==> src/rtl/rotating_square_ctrl.sv <==
// Position sequencer for the circulating-square animation on a 4-digit display.
// Steps pos (0-7) automatically from a prescaler or manually from a button, with step/lap pulses.
module rotating_square_ctrl #(
   parameter int TICK_MAX = 25_000_000,
   parameter int CNT_W    = 25
) (
   input  logic       clk,
   input  logic       reset,
   input  logic       en,
   input  logic       cw,
   input  logic [1:0] speed,
   input  logic       step_btn,
   output logic [2:0] pos,
   output logic       tick,
   output logic       lap
);

   localparam logic [CNT_W-1:0] TICK_L = CNT_W'(TICK_MAX);
   localparam logic [CNT_W-1:0] ONE_L  = CNT_W'(1);

   logic [CNT_W-1:0] r_cnt;
   logic             r_btn_q;
   logic [2:0]       r_pos;
   logic             r_tick;
   logic             r_lap;

   logic [CNT_W-1:0] w_lim;
   logic [CNT_W-1:0] w_cnt_nxt;
   logic             w_step_req;
   logic [2:0]       w_pos_nxt;
   logic             w_wrap;

   // Prescaler limit, step request and next position
   always_comb begin
      w_lim      = (TICK_L >> speed) - ONE_L;
      w_cnt_nxt  = r_cnt;
      w_step_req = 1'b0;
      w_pos_nxt  = r_pos;
      w_wrap     = 1'b0;
      if (en) begin
         // >= so that a mid-count speed increase steps immediately
         if (r_cnt >= w_lim) begin
            w_cnt_nxt  = '0;
            w_step_req = 1'b1;
         end else begin
            w_cnt_nxt  = r_cnt + ONE_L;
         end
      end else begin
         w_step_req = step_btn & ~r_btn_q;
      end
      if (cw) begin
         w_pos_nxt = r_pos + 3'd1;
         w_wrap    = (r_pos == 3'd7);
      end else begin
         w_pos_nxt = r_pos - 3'd1;
         w_wrap    = (r_pos == 3'd0);
      end
   end

   // State registers with synchronous reset
   always_ff @(posedge clk) begin
      if (reset) begin
         r_cnt   <= '0;
         r_btn_q <= 1'b0;
         r_pos   <= 3'd0;
         r_tick  <= 1'b0;
         r_lap   <= 1'b0;
      end else begin
         r_cnt   <= w_cnt_nxt;
         r_btn_q <= step_btn;
         r_tick  <= w_step_req;
         r_lap   <= w_step_req & w_wrap;
         if (w_step_req) begin
            r_pos <= w_pos_nxt;
         end else begin
            r_pos <= r_pos;
         end
      end
   end

   assign pos  = r_pos;
   assign tick = r_tick;
   assign lap  = r_lap;

endmodule

==> config.mk <==
export PLATFORM = sky130hd
export DESIGN_NAME = rotating_square_ctrl
export DESIGN_NICKNAME = d
export VERILOG_FILES = /design/src/rtl/rotating_square_ctrl.sv
export SDC_FILE = /design/constraint.sdc
export NUM_CORES = 1
export LEC_CHECK = 0
export BUFFER_PORTS_ARGS = -buffer_cell sky130_fd_sc_hd__buf_2
export CORE_ASPECT_RATIO = 1.4
export CORE_UTILIZATION = 60
export CTS_BUF_LIST = sky130_fd_sc_hd__clkbuf_4
export DETAILED_ROUTE_END_ITERATION = 12
export HOLD_SLACK_MARGIN = 0.1
export PLACE_DENSITY_LB_ADDON = 0.05
export RECOVER_POWER = 50
export SKIP_CTS_REPAIR_TIMING = 1
export SLEW_MARGIN = 5
export SYNTH_ARGS = -nofsm -noshare
export SYNTH_HDL_FRONTEND = slang
export SYNTH_SLANG_ARGS = --single-unit
==> constraint.sdc <==
create_clock -name clk -period 5.06 [get_ports clk]
set_clock_uncertainty 0.05 [all_clocks]
set_input_delay 0.759 -clock clk [delete_from_list [all_inputs] [get_ports clk]]
set_output_delay 0.759 -clock clk [all_outputs]
set_load 0.1 [all_outputs]
==> results of run 1 <==
-- final timing paths --
path	start	to	slack (ps)	cells past startpoint
hold reg to reg	r_cnt[1]	r_cnt[1]	470	2
setup reg to reg	r_cnt[23]	r_cnt[7]	2130	7
hold / removal	r_cnt[1]	r_cnt[1]	470	2
setup / recovery	speed[0]	r_cnt[7]	1300	12
-- kinds of logic after synthesis --
family / share of synthesized area, %
compound gates: 12.4
flops: 29.9
other cells: 0.362
xor+xnor: 9.29
simple gates: 29.3
buf+inv: 4.10
fa+ha+maj: 14.1
mux: 0.483
-- per-layer routing --
layer	GRT usage, %	wire (µm)	up-vias
met5	0	0	-
met4	15.3	176	0
met3	7.43	194	16
met2	46.9	2210	51
met1	32.0	1860	856
li1	-	-	902
-- metrics by stage --
stage          instances  setup slack, ps  util [%]  area, µm²
2_1_floorplan        240             2140         -       2080
3_3_place_gp         280             1270      66.4       2130
3_5_place_dp         280             1130      66.4       2130
4_1_cts              287             1460      67.8       2180
5_1_grt              287             1030      67.6       2170
6_report             287             1300      67.6       2170
-- registers in the layout, indices dropped and copies added, names as in the netlist --
signal,flops
r_cnt,25
pos,3
lap,1
r_btn_q,1
tick,1
-- cell usage after synthesis, types with 2 or more instances --
cell and count:
nand4_1 12, a211oi_1 2, conb_1 2, and4b_1 2, nor2_1 11, nor4bb_1 2
a31oi_1 2, nor3b_1 3, nand2b_1 5, nor3_1 24, a21o_1 2, dfxtp_1 31
o211ai_1 2, xnor2_1 11, nor4_1 4, and3_1 10, nor2b_1 2, buf_2 2
xor2_1 11, nand2_1 15, ha_1 21, a311o_1 2, a21oi_1 8, and4_1 3
nand3_1 10, o21ai_0 5, inv_1 10, clkbuf_1 7
-- power groups by stage --
stage | Combinational, W | Clock (W) | Sequential, W
after global routing | 0.0000707 | 0.000149 | 0.000255
final | 0.0000642 | 0.000133 | 0.000254
after floorplan | 0.0000334 | 0 | 0.000277
after CTS | 0.0000651 | 0.000137 | 0.000254
after detailed placement | 0.0000650 | 0 | 0.000259
after global placement | 0.0000631 | 0 | 0.000259
-- cell type report --
| type | instances | area [µm²] | area share (%) |
|---|---|---|---|
| clock buffer | 5 | 37.5 | 1.73 |
| clock inverter | 2 | 8.76 | 0.403 |
| inverter | 10 | 37.5 | 1.73 |
| multi-input combinational | 189 | 1370 | 63.2 |
| sequential | 31 | 621 | 28.6 |
| tap | 39 | 48.8 | 2.25 |
| timing repair buffer | 11 | 46.3 | 2.13 |
-- worst max-delay path: cells and delay by family --
kind	cells	cell delay [ps]
AOI/OAI and AO/OA	3	1180
adders and majority gates	2	500
buffers and inverters	3	480
and+or+nand+nor	4	940
==> results.txt, run 1 <==
- At the pin with the least slew margin, the transition time is 1620 ps.
- Fill cells in the final layout number 265.
* Setup-violating endpoint count in the final report: 0
* Maximum single-stage delay on the critical path: 820 ps
- Routed length per instance: 15.5 µm
* Outcome: finished, violations left
* Width of the die: 51.7 µm
* Number of buffers between clock root and the deepest sink: 2
- The tree is rooted in a clkbuf_4.
* Clock sinks: 31
* Commonest non-fill, non-tap cell in the layout: dfxtp_1
* Comb pwr share: 14.2%
- In the global route stage, overall resource usage came out at 28.2%.
- Summed over all cells, the static leakage comes to 0.880 nW.
* Remaining global-route overflow: 0
- Share of the synthesized area in the top cell type: 29.9%
- The via count of the first global-routing pass came to 1743.
* H-Tree Depth: 2
- Proportion of synthesized flip-flops having asynchronous set or reset: 0%
- Arrival time of data at the critical path endpoint: 3850 ps
- In this run switching power makes up 30.1% of total power.
- Once the floorplan was initialized, standard cells occupied 64.5% of the core.
- Antenna Cells: 0
- Internal power contribution: 0.000315 W
- Number of synthesized flops with an enable pin: 0
- The critical path is of the primary input to register type.
* Summed instance area of the synthesized netlist: 2070 µm²
- Of the available clock period, the critical path in the final layout requires 74.3%.
- Setup repair after global routing left no endpoint under its margin.
- Final antenna-violating net count: 0
- Vertical extent of the die: 71.6 µm
- For this run, the post-layout net count is 277.
* P&R area growth vs syn: 4.71%
- Total of max-cap violations: 1
* Final worst hold slack: 472 ps
- Slowest library cell on the worst path: a21boi_2
- Standard-cell row count: 24
- The first detailed-routing pass ran for 4 iterations.
- Headroom to the max-slew limit came out at -8.10%.
- Net switching power: 0.000136 W
- Via count: 1825
- For this run, design rule violations remaining after detail routing come to 0.
- Flip-flop and latch count after synthesis: 31
- Startpoint type of the worst setup path: primary input
- Source-to-sink clock delay at the later pin of the worst-skew pair: 330 ps
* Top library cells by usage in the layout, fill and taps aside: dfxtp_1 (31), nor3_1 (24), ha_1 (21)
- Of the total power, the clock network draws 29.6%.
* Sort of element at the end of the critical path: register
* Total I/O pin count: 12
* Top achievable clock speed: 266 MHz
- Failing checks: max-capacitance violations, max-slew violations
* Power consumption: 0.000451 W
- Critical path, cell by cell: clkbuf_1, inv_1, nor2_1, inv_1, ha_1, ha_1, a2111oi_0, nor4_1, nor2_1, o21a_1, a21boi_2, nor3_1
* Yosys top cell by area: dfxtp_1
- The initial antenna violation count came to 0.
- Floorplan core area: 3210 µm²
- The die covers 3700 µm².
- Synthesized instance count: 239
* CTS tree: done
- The share of total power dissipated in sequential elements is 56.2%.
* Maximum fanout along the worst path: 21
* Most instantiated flip-flop cell in the synthesis netlist: dfxtp_1
- Share of the yosys chip area belonging to registers: 29.9%
- Buffers inserted during clock tree synthesis total 5.
- Gp weighted congestion: 0.843
- For this run, the number of Yosys warnings is 0.
- Worst IR Drop VDD: 0.150 mV
* Type of the tightest min-delay check: register to register
- Power density of the placed cells: 208 nW/µm²
- Count of buffers inserted at the top-level ports: 11
- Total count of hold-check failures in the final report: 0
* Number of vias per cell: 6.36
* Clock slew at the register clock pins of the worst setup and hold paths: 100 ps
- Post-Route Setup TNS: 0 ps
- Distinct cell type count of the synthesized netlist: 46
- Largest net degree at the start of global routing: 37
* Post-detailed-placement half-perimeter wirelength: 3360 µm
* DR iter-0 viols: 75
- Total detailed-routing wirelength: 4440 µm
- Min Tclk post-route: 3760 ps
- WP data required: 5150 ps
* First-pass GRT wire length: 7780 µm
* Max-slew violation total from the final report: 37
- Dominant cells by area after synthesis: dfxtp_1 (30%), ha_1 (13%), nor3_1 (5.8%), xnor2_1 (4.6%), xor2_1 (4.6%)
- Of the cells placed in the final design, the portion with a size suffix greater than 1 is 5.65%.
* Synthesized area divided by synthesized cell count: 8.67 µm²
No activity file was read; power rests on OpenSTA's default activity.
==> run 2: changes to the inputs <==
- CORE_UTILIZATION: 60 -> 57
- clock period: 5.06 -> 3.2 ns (I/O delays scaled with it)
==> run 2 against run 1 <==
The run now ends clean. Final area up 3.5%. Sequential cell count stayed put. Critical path depth is 1 higher. Final cell count grew 2.8%. Via count up 0.49%. Combinational power rose by 64%. Clock power is 130% higher. Core utilization shrank 1.7 points. Wire length is 7.3% higher. Critical path type unchanged. Critical endpoint is now r_cnt[16].
==> results.txt, run 2 (synthesis results as in run 1) <==
- Outcome: finished clean (was finished, violations left).
* Final antenna-violating net count: 0 (unchanged)
- The setup slack at placement came to 143 ps (was 1130 ps).
- RSZ-0062 raised after global routing: false (unchanged)
- Flip-flop count of the largest register after layout: 25 (unchanged)
* Cell depth of the worst min-delay path: 2 (unchanged)
- Number of buffers added by the clock tree synthesis step: 5 (unchanged)
- CTS tree: done (unchanged)
- The detailed-route vias per instance was 6.22 (was 6.36).
* Area of the die: 3890 µm² (was 3700 µm²)
- Min Tclk post-route: 2860 ps
- The cell family contributing the most delay on the critical path is compound AO/OA/AOI/OAI gates (unchanged).
- Total count of hold-check failures in the final report: 0 (unchanged)
- The max-capacitance violation count was 0 (was 1).
- The critical hold path startpoint is step_btn (was r_cnt[1]).
- The switching share of total power came to 27.9% (was 30.1%).
* Post-Route Setup TNS: 0 ps (unchanged)
* End of the worst register-to-register path: r_cnt[16] (was r_cnt[7])
* Number of buffers between clock root and the deepest sink: 2 (unchanged)
- The cell with the biggest individual delay on the critical path is a2111oi_0 (was a21boi_2).
- The portion of total power attributed to the clock network came to 37.4% (was 29.6%).
- The post-CTS clock slew at the launch and capture registers of the worst setup and hold paths came to 100 ps (about the same).
- The class of the most critical hold timing path is primary input to register (was register to register).
* Total I/O pin count: 12 (unchanged)
- The final core utilization is 65.9% (was 67.6%).
* Standard-cell row count: 25 (was 24)
- The net load switching power was 0.000225 W (was 0.000136 W).
* Source-to-sink clock delay at the later pin of the worst-skew pair: 340 ps (was 330 ps)
* Sort of element at the end of the critical path: register (unchanged)
- Commonest non-fill, non-tap cell in the layout: dfxtp_1 (unchanged)
- Number of nets in the finished design: 283 (was 277)
- The register containing the most flip-flops in the final layout is r_cnt (unchanged).
- The final critical-path setup slack is 336 ps (was 1300 ps).
- The last element of the critical path is r_cnt[16] (was r_cnt[7]).
* Detailed Routing Iterations Pass 1: 4 (unchanged)
- Number of buffers and inverters on the critical path: 4 (was 3)
- The residual overflow from global routing is 0 (unchanged).
* Width of the die: 53.0 µm (was 51.7 µm)
* Post-detailed-placement half-perimeter wirelength: 3650 µm (was 3360 µm)
* Max-slew headroom: 22.3% (was -8.10%)
- Routed length per instance: 16.1 µm (was 15.5 µm)
* Internal power contribution: 0.000583 W (was 0.000315 W)
- The areal power density over the cells came to 360 nW/µm² (was 208 nW/µm²).
- Gp weighted congestion: 0.896 (was 0.843)
* Total detailed-routing wirelength: 4760 µm (was 4440 µm)
- The final-report setup violation count was 0 (unchanged).
* Largest net degree at the start of global routing: 21 (was 37)
* Via count: 1834 (was 1825)
- The register-to-register path setup slack was 570 ps (was 2130 ps).
* Count of buffers inserted at the top-level ports: 11 (unchanged)
- Initial antenna violation count: 0 (unchanged)
- The post-route worst hold slack is 315 ps (was 472 ps).
- The layout overhead on the synthesized area was 8.33% (was 4.71%).
- The total core area came to 3410 µm² (was 3210 µm²).
- The antenna diode count is 0 (unchanged).
- The wire length of the first global-routing pass came to 7590 µm (was 7780 µm).
- The cell leakage power came to 0.927 nW (was 0.880 nW).
- Number of global-route vias before repair: 1667 (was 1743)
- Maximum fanout along the worst path: 13 (was 21)
- Clock sinks: 31 (unchanged)
* DR DRC count: 0 (unchanged)
- The combinational power share is 13.0% (was 14.2%).
* H-Tree Depth: 2 (unchanged)
* Fraction of layout cells with a size suffix above 1: 8.63% (was 5.65%)
* DR iter-0 viols: 38 (was 75)
- Top achievable clock speed: 349 MHz
- The critical path launch point type is a primary input (unchanged).
- Critical path startpoint: speed[1] (was speed[0])
- The data arrival time of the worst path was 3070 ps (was 3850 ps).
* GRT Overall Usage: 26.7% (was 28.2%)
- Worst IR Drop VDD: 0.303 mV (was 0.150 mV)
- The startpoint-to-endpoint class of the critical path is primary input to register (unchanged).
* WP data required: 3410 ps (was 5150 ps)
- Post-route fraction of the period consumed by the critical path: 89.5%
- Top library cells by usage in the layout, fill and taps aside: dfxtp_1 (31), nor3_1 (24), ha_1 (21) (unchanged)
- Critical path, cell by cell: buf_2, inv_1, nor2_1, inv_1, ha_1, ha_1, a2111oi_0, nor4_1, nor2_1, o21a_1, a21boi_2, clkbuf_2, nor4_4 (was clkbuf_1, inv_1, nor2_1, inv_1, ha_1, ha_1, a2111oi_0, nor4_1, nor2_1, o21a_1, a21boi_2, nor3_1).
- The max-slew violation total from the final report was 0 (was 37).
- Sequential power share: 49.6% (was 56.2%)
- The initial core utilization came to 60.8% (was 64.5%).
- CTS Root Cell: clkbuf_4 (unchanged)
- Register-to-Register Path Depth: 8 (was 7)
- The number of fill cells in the layout came to 287 (was 265).
- Start of the worst register-to-register path: r_cnt[14] (was r_cnt[23])
- Slew at the pin closest to its max-slew limit: 1170 ps (was 1620 ps)
* Maximum single-stage delay on the critical path: 420 ps (was 820 ps)
* Stages on worst setup path: 13 (was 12)
* Vertical extent of the die: 73.4 µm (was 71.6 µm)
run 2: cell types whose count changed in the layout (fill, tap and decap cells not counted):
cell	delta
buf_4	+5
buf_2	+1
bufinv_16	+1
clkbuf_1	-1
clkbuf_2	+1
run 2: cell type report:
| type | count | area [µm²] | area share, % |
|---|---|---|---|
| multi-input cells | 189 | 1370 | 61.1 |
| clock buffers | 5 | 37.5 | 1.67 |
| well taps | 40 | 50.0 | 2.23 |
| inverters | 10 | 37.5 | 1.67 |
| flip-flops and latches | 31 | 621 | 27.6 |
| clock inverters | 3 | 38.8 | 1.73 |
| repair buffers | 17 | 90.1 | 4.01 |
run 2: worst reg2reg max path: cells and delay by family (launching register included):
kind            cells  cell delay (ps)
fa+ha+maj           1              290
compound gates      4             1070
simple gates        2              470
flops               1              410
buf+inv             1              250
run 2: worst min-delay path by stage:
stage          endpoint
2_1_floorplan  r_cnt[1]
3_3_place_gp     pos[1]
3_5_place_dp   r_cnt[1]
4_1_cts         r_btn_q
5_1_grt         r_btn_q
6_report        r_btn_q
run 2: per-stage QoR:
step                area, µm²  std cells  total power (W)
detailed placement       2180        287         0.000516
floorplan                2080        240         0.000491
finish                   2250        295         0.000809
global route             2250        295         0.000837
global placement         2180        287         0.000511
CTS                      2260        295         0.000813
run 2: power groups by stage:
stage	logic [W]	registers (W)	clock network, W
finish	0.000105	0.000401	0.000302
global route	0.000114	0.000403	0.000320
CTS	0.000106	0.000401	0.000306
detailed placement	0.000106	0.000410	0
global placement	0.000102	0.000409	0
floorplan	0.0000528	0.000438	0
run 2: per-layer routing:
metal	wire (µm)	track usage, %	part of all wire, %
met4	110	12.0	2.3
met2	2550	47.1	54
met3	105	4.55	2.2
met1	2000	30.4	42
met5	0	0	0
==> run 3: changes to the inputs <==
- CORE_ASPECT_RATIO: 1.4 -> not set
- CORE_UTILIZATION: 57 -> 55
- CTS_BUF_LIST: sky130_fd_sc_hd__clkbuf_4 -> not set
- TNS_END_PERCENT: not set -> 20
==> run 3 against run 2 <==
The run now ends with max-capacitance violations, max-slew violations left. Critical path depth is the same. Sequential power is essentially flat. Combinational power is essentially flat. Sequential cell count is the same. Non-clock buffer count shrank 2. Largest power group unchanged.
==> results.txt, run 3 (synthesis results as in run 1) <==
- The areal power density over the cells came to 386 nW/µm² (was 360 nW/µm²).
- Post-Place Worst Slack: -100 ps (was 143 ps)
* Total count of hold-check failures in the final report: 0 (unchanged)
* CTS Root Cell: clkbuf_8 (was clkbuf_4)
- Filler cell count: 317 (was 287)
- The class of the most critical hold timing path was primary input to register (unchanged).
* Clock sinks: 31 (unchanged)
- Via count: 1800 (was 1834)
* Detailed Routing Iterations Pass 1: 4 (unchanged)
- The critical path launch point type is a primary input (unchanged).
- The detailed-route DRC error count is 0 (unchanged).
- The final instance area is 2260 µm² (was 2250 µm²).
- Critical path startpoint: speed[0] (was speed[1])
- The data arrival time of the worst path was 2910 ps (was 3070 ps).
* Number of vias per cell: 6.04 (was 6.22)
- Commonest non-fill, non-tap cell in the layout: dfxtp_1 (unchanged)
- The layout overhead on the synthesized area was 8.99% (was 8.33%).
- The number of buffers created by CTS is 5 (unchanged).
- First-pass GRT wire length: 7830 µm (was 7590 µm)
- Outcome: finished, violations left (was finished clean)
* Standard-cell row count: 21 (was 25)
- Post-route fraction of the period consumed by the critical path: 87.3% (was 89.5%)
- Antenna Cells: 0 (unchanged)
- The die extent in y is 63.4 µm (was 73.4 µm).
* Number of global-route vias before repair: 1776 (was 1667)
- Post-detailed-placement half-perimeter wirelength: 3380 µm (was 3650 µm)
- The final critical-path setup slack is 407 ps (was 336 ps).
- Clock slew at the register clock pins of the worst setup and hold paths: 60 ps (was 100 ps)
- The routed length per placed instance is 15.3 µm (was 16.1 µm).
- The pin count of the biggest net entering global routing is 37 (was 21).
- Slew at the pin closest to its max-slew limit: 1560 ps (was 1170 ps)
- The delay of the slowest cell on the worst path is 440 ps (was 420 ps).
- The overall global routing resource usage came to 24.8% (was 26.7%).
* RSZ-0062 raised after global routing: false (unchanged)
* Setup-violating endpoint count in the final report: 0 (unchanged)
- The final period demand of the worst path was 2790 ps (was 2860 ps).
- Biggest register: r_cnt (unchanged)
- Leak: 0.928 nW (was 0.927 nW)
* Number of nets in the finished design: 281 (was 283)
- Number of buffers between clock root and the deepest sink: 2 (unchanged)
* Total I/O pin count: 12 (unchanged)
- The total wirelength of the detailed-routed design came to 4550 µm (was 4760 µm).
- Area of the die: 4020 µm² (was 3890 µm²)
* DR iter-0 viols: 102 (was 38)
* Placement Cell Area: 2170 µm² (was 2180 µm²)
- Critical path, cell by cell: buf_2, inv_1, nor2_1, inv_1, ha_1, ha_1, a2111oi_0, nor4_1, nor2_1, o21a_1, buf_4, o41ai_1, a311o_1 (was buf_2, inv_1, nor2_1, inv_1, ha_1, ha_1, a2111oi_0, nor4_1, nor2_1, o21a_1, a21boi_2, clkbuf_2, nor4_4)
* Min-Delay Startpoint: step_btn (unchanged)
- Starting density of the core: 59.8% (was 60.8%)
- Max-slew headroom: -3.96% (was 22.3%)
* WP data required: 3320 ps (was 3410 ps)
- Total of max-cap violations: 1 (was 0)
- The CTS tree is done (unchanged).
- The total core area came to 3470 µm² (was 3410 µm²).
- The maximum level of the CTS H-tree was 2 (unchanged).
- Top library cells by usage in the layout, fill and taps aside: dfxtp_1 (31), nor3_1 (24), ha_1 (21) (unchanged).
- The number of flip-flops in the largest register was 25 (unchanged).
* Source-to-sink clock delay at the later pin of the worst-skew pair: 280 ps (was 340 ps)
- Gp weighted congestion: 0.884 (was 0.896)
- The max-slew violation total from the final report came to 37 (was 0).
- The highest net fanout along the worst path is 7 (was 13).
- Slowest library cell on the worst path: a2111oi_0 (unchanged)
- The initial antenna violation count came to 0 (unchanged).
- Failing checks: max-capacitance violations, max-slew violations
- Sort of element at the end of the critical path: register (unchanged)
- The floorplan die width was 63.4 µm (was 53.0 µm).
- Worst IR Drop VDD: 0.268 mV (was 0.303 mV)
- Final antenna-violating net count: 0 (unchanged)
* Start of the worst register-to-register path: r_cnt[14] (unchanged)
- The startpoint-to-endpoint class of the critical path was primary input to register (unchanged).
* Remaining global-route overflow: 0 (unchanged)
- The port buffer count came to 11 (unchanged).
- Top achievable clock speed: 358 MHz (was 349 MHz)
* Fraction of layout cells with a size suffix above 1: 7.14% (was 8.63%)
## run 3: changes by cell type in the layout (fill, tap and decap cells not counted)
cell,change
a21boi_2,-1
a21boi_4,+1
buf_4,-1
clkbuf_1,+1
clkbuf_2,-1
clkbuf_4,-5
clkbuf_8,+5
clkinv_1,-1
clkinv_2,-1
nor4_1,+1
nor4_4,-1
## run 3: metal layers
| metal | share of wire (%) | global-route usage, % | vias up | wire length [µm] |
|---|---|---|---|---|
| met1 | 45 | 29.7 | 860 | 2040 |
| met2 | 50 | 43.0 | 31 | 2290 |
| met4 | 0.68 | 7.10 | 0 | 31 |
| li1 | - | - | 904 | - |
| met3 | 4.1 | 6.52 | 5 | 186 |
| met5 | 0 | 0 | - | 0 |
## run 3: path summary, 6_finish.rpt
| check | end | slack (ps) | cells past startpoint |
|---|---|---|---|
| hold / removal | r_btn_q | 380 | 2 |
| setup reg to reg | r_cnt[10] | 670 | 7 |
| setup / recovery | pos[2] | 410 | 13 |
| hold reg to reg | r_cnt[0] | 480 | 2 |
## run 3: power breakdown
part	leakage, nW	switching (W)	internal, W
clock	0.0513	0.000139	0.000228
combinational	0.626	0.0000739	0.0000305
sequential	0.251	0.00000888	0.000393
## run 3: worst max-delay path: cells and delay by family
| family | cells | cell delay [ps] |
|---|---|---|
| adders and majority gates | 2 | 500 |
| buffers and inverters | 4 | 470 |
| AOI/OAI and AO/OA | 4 | 1060 |
| and+or+nand+nor | 3 | 400 |
## run 3: final cells by class
type / instances / area [µm²] / area share [%]
Clock inverter: 1 / 30.0 / 1.33
Inverter: 10 / 37.5 / 1.66
Clock buffer: 6 / 72.6 / 3.21
Sequential cell: 31 / 621 / 27.5
Multi-Input combinational cell: 189 / 1360 / 60.4
Timing Repair Buffer: 15 / 77.6 / 3.43
Tap cell: 46 / 57.6 / 2.55
## run 3: metrics by stage
stage / power [W] / cells / hold WS, ps / TNS, ps / utilization (%)
after detailed placement: 0.000515 / 291 / 466 / -1340 / 62.6
after global routing: 0.000914 / 298 / 406 / 0 / 65.2
after global placement: 0.000511 / 291 / 447 / 0 / 62.6
after floorplan: 0.000491 / 240 / 419 / 0 / -
after CTS: 0.000880 / 298 / 381 / 0 / 65.6
final: 0.000873 / 298 / 384 / 0 / 65.2
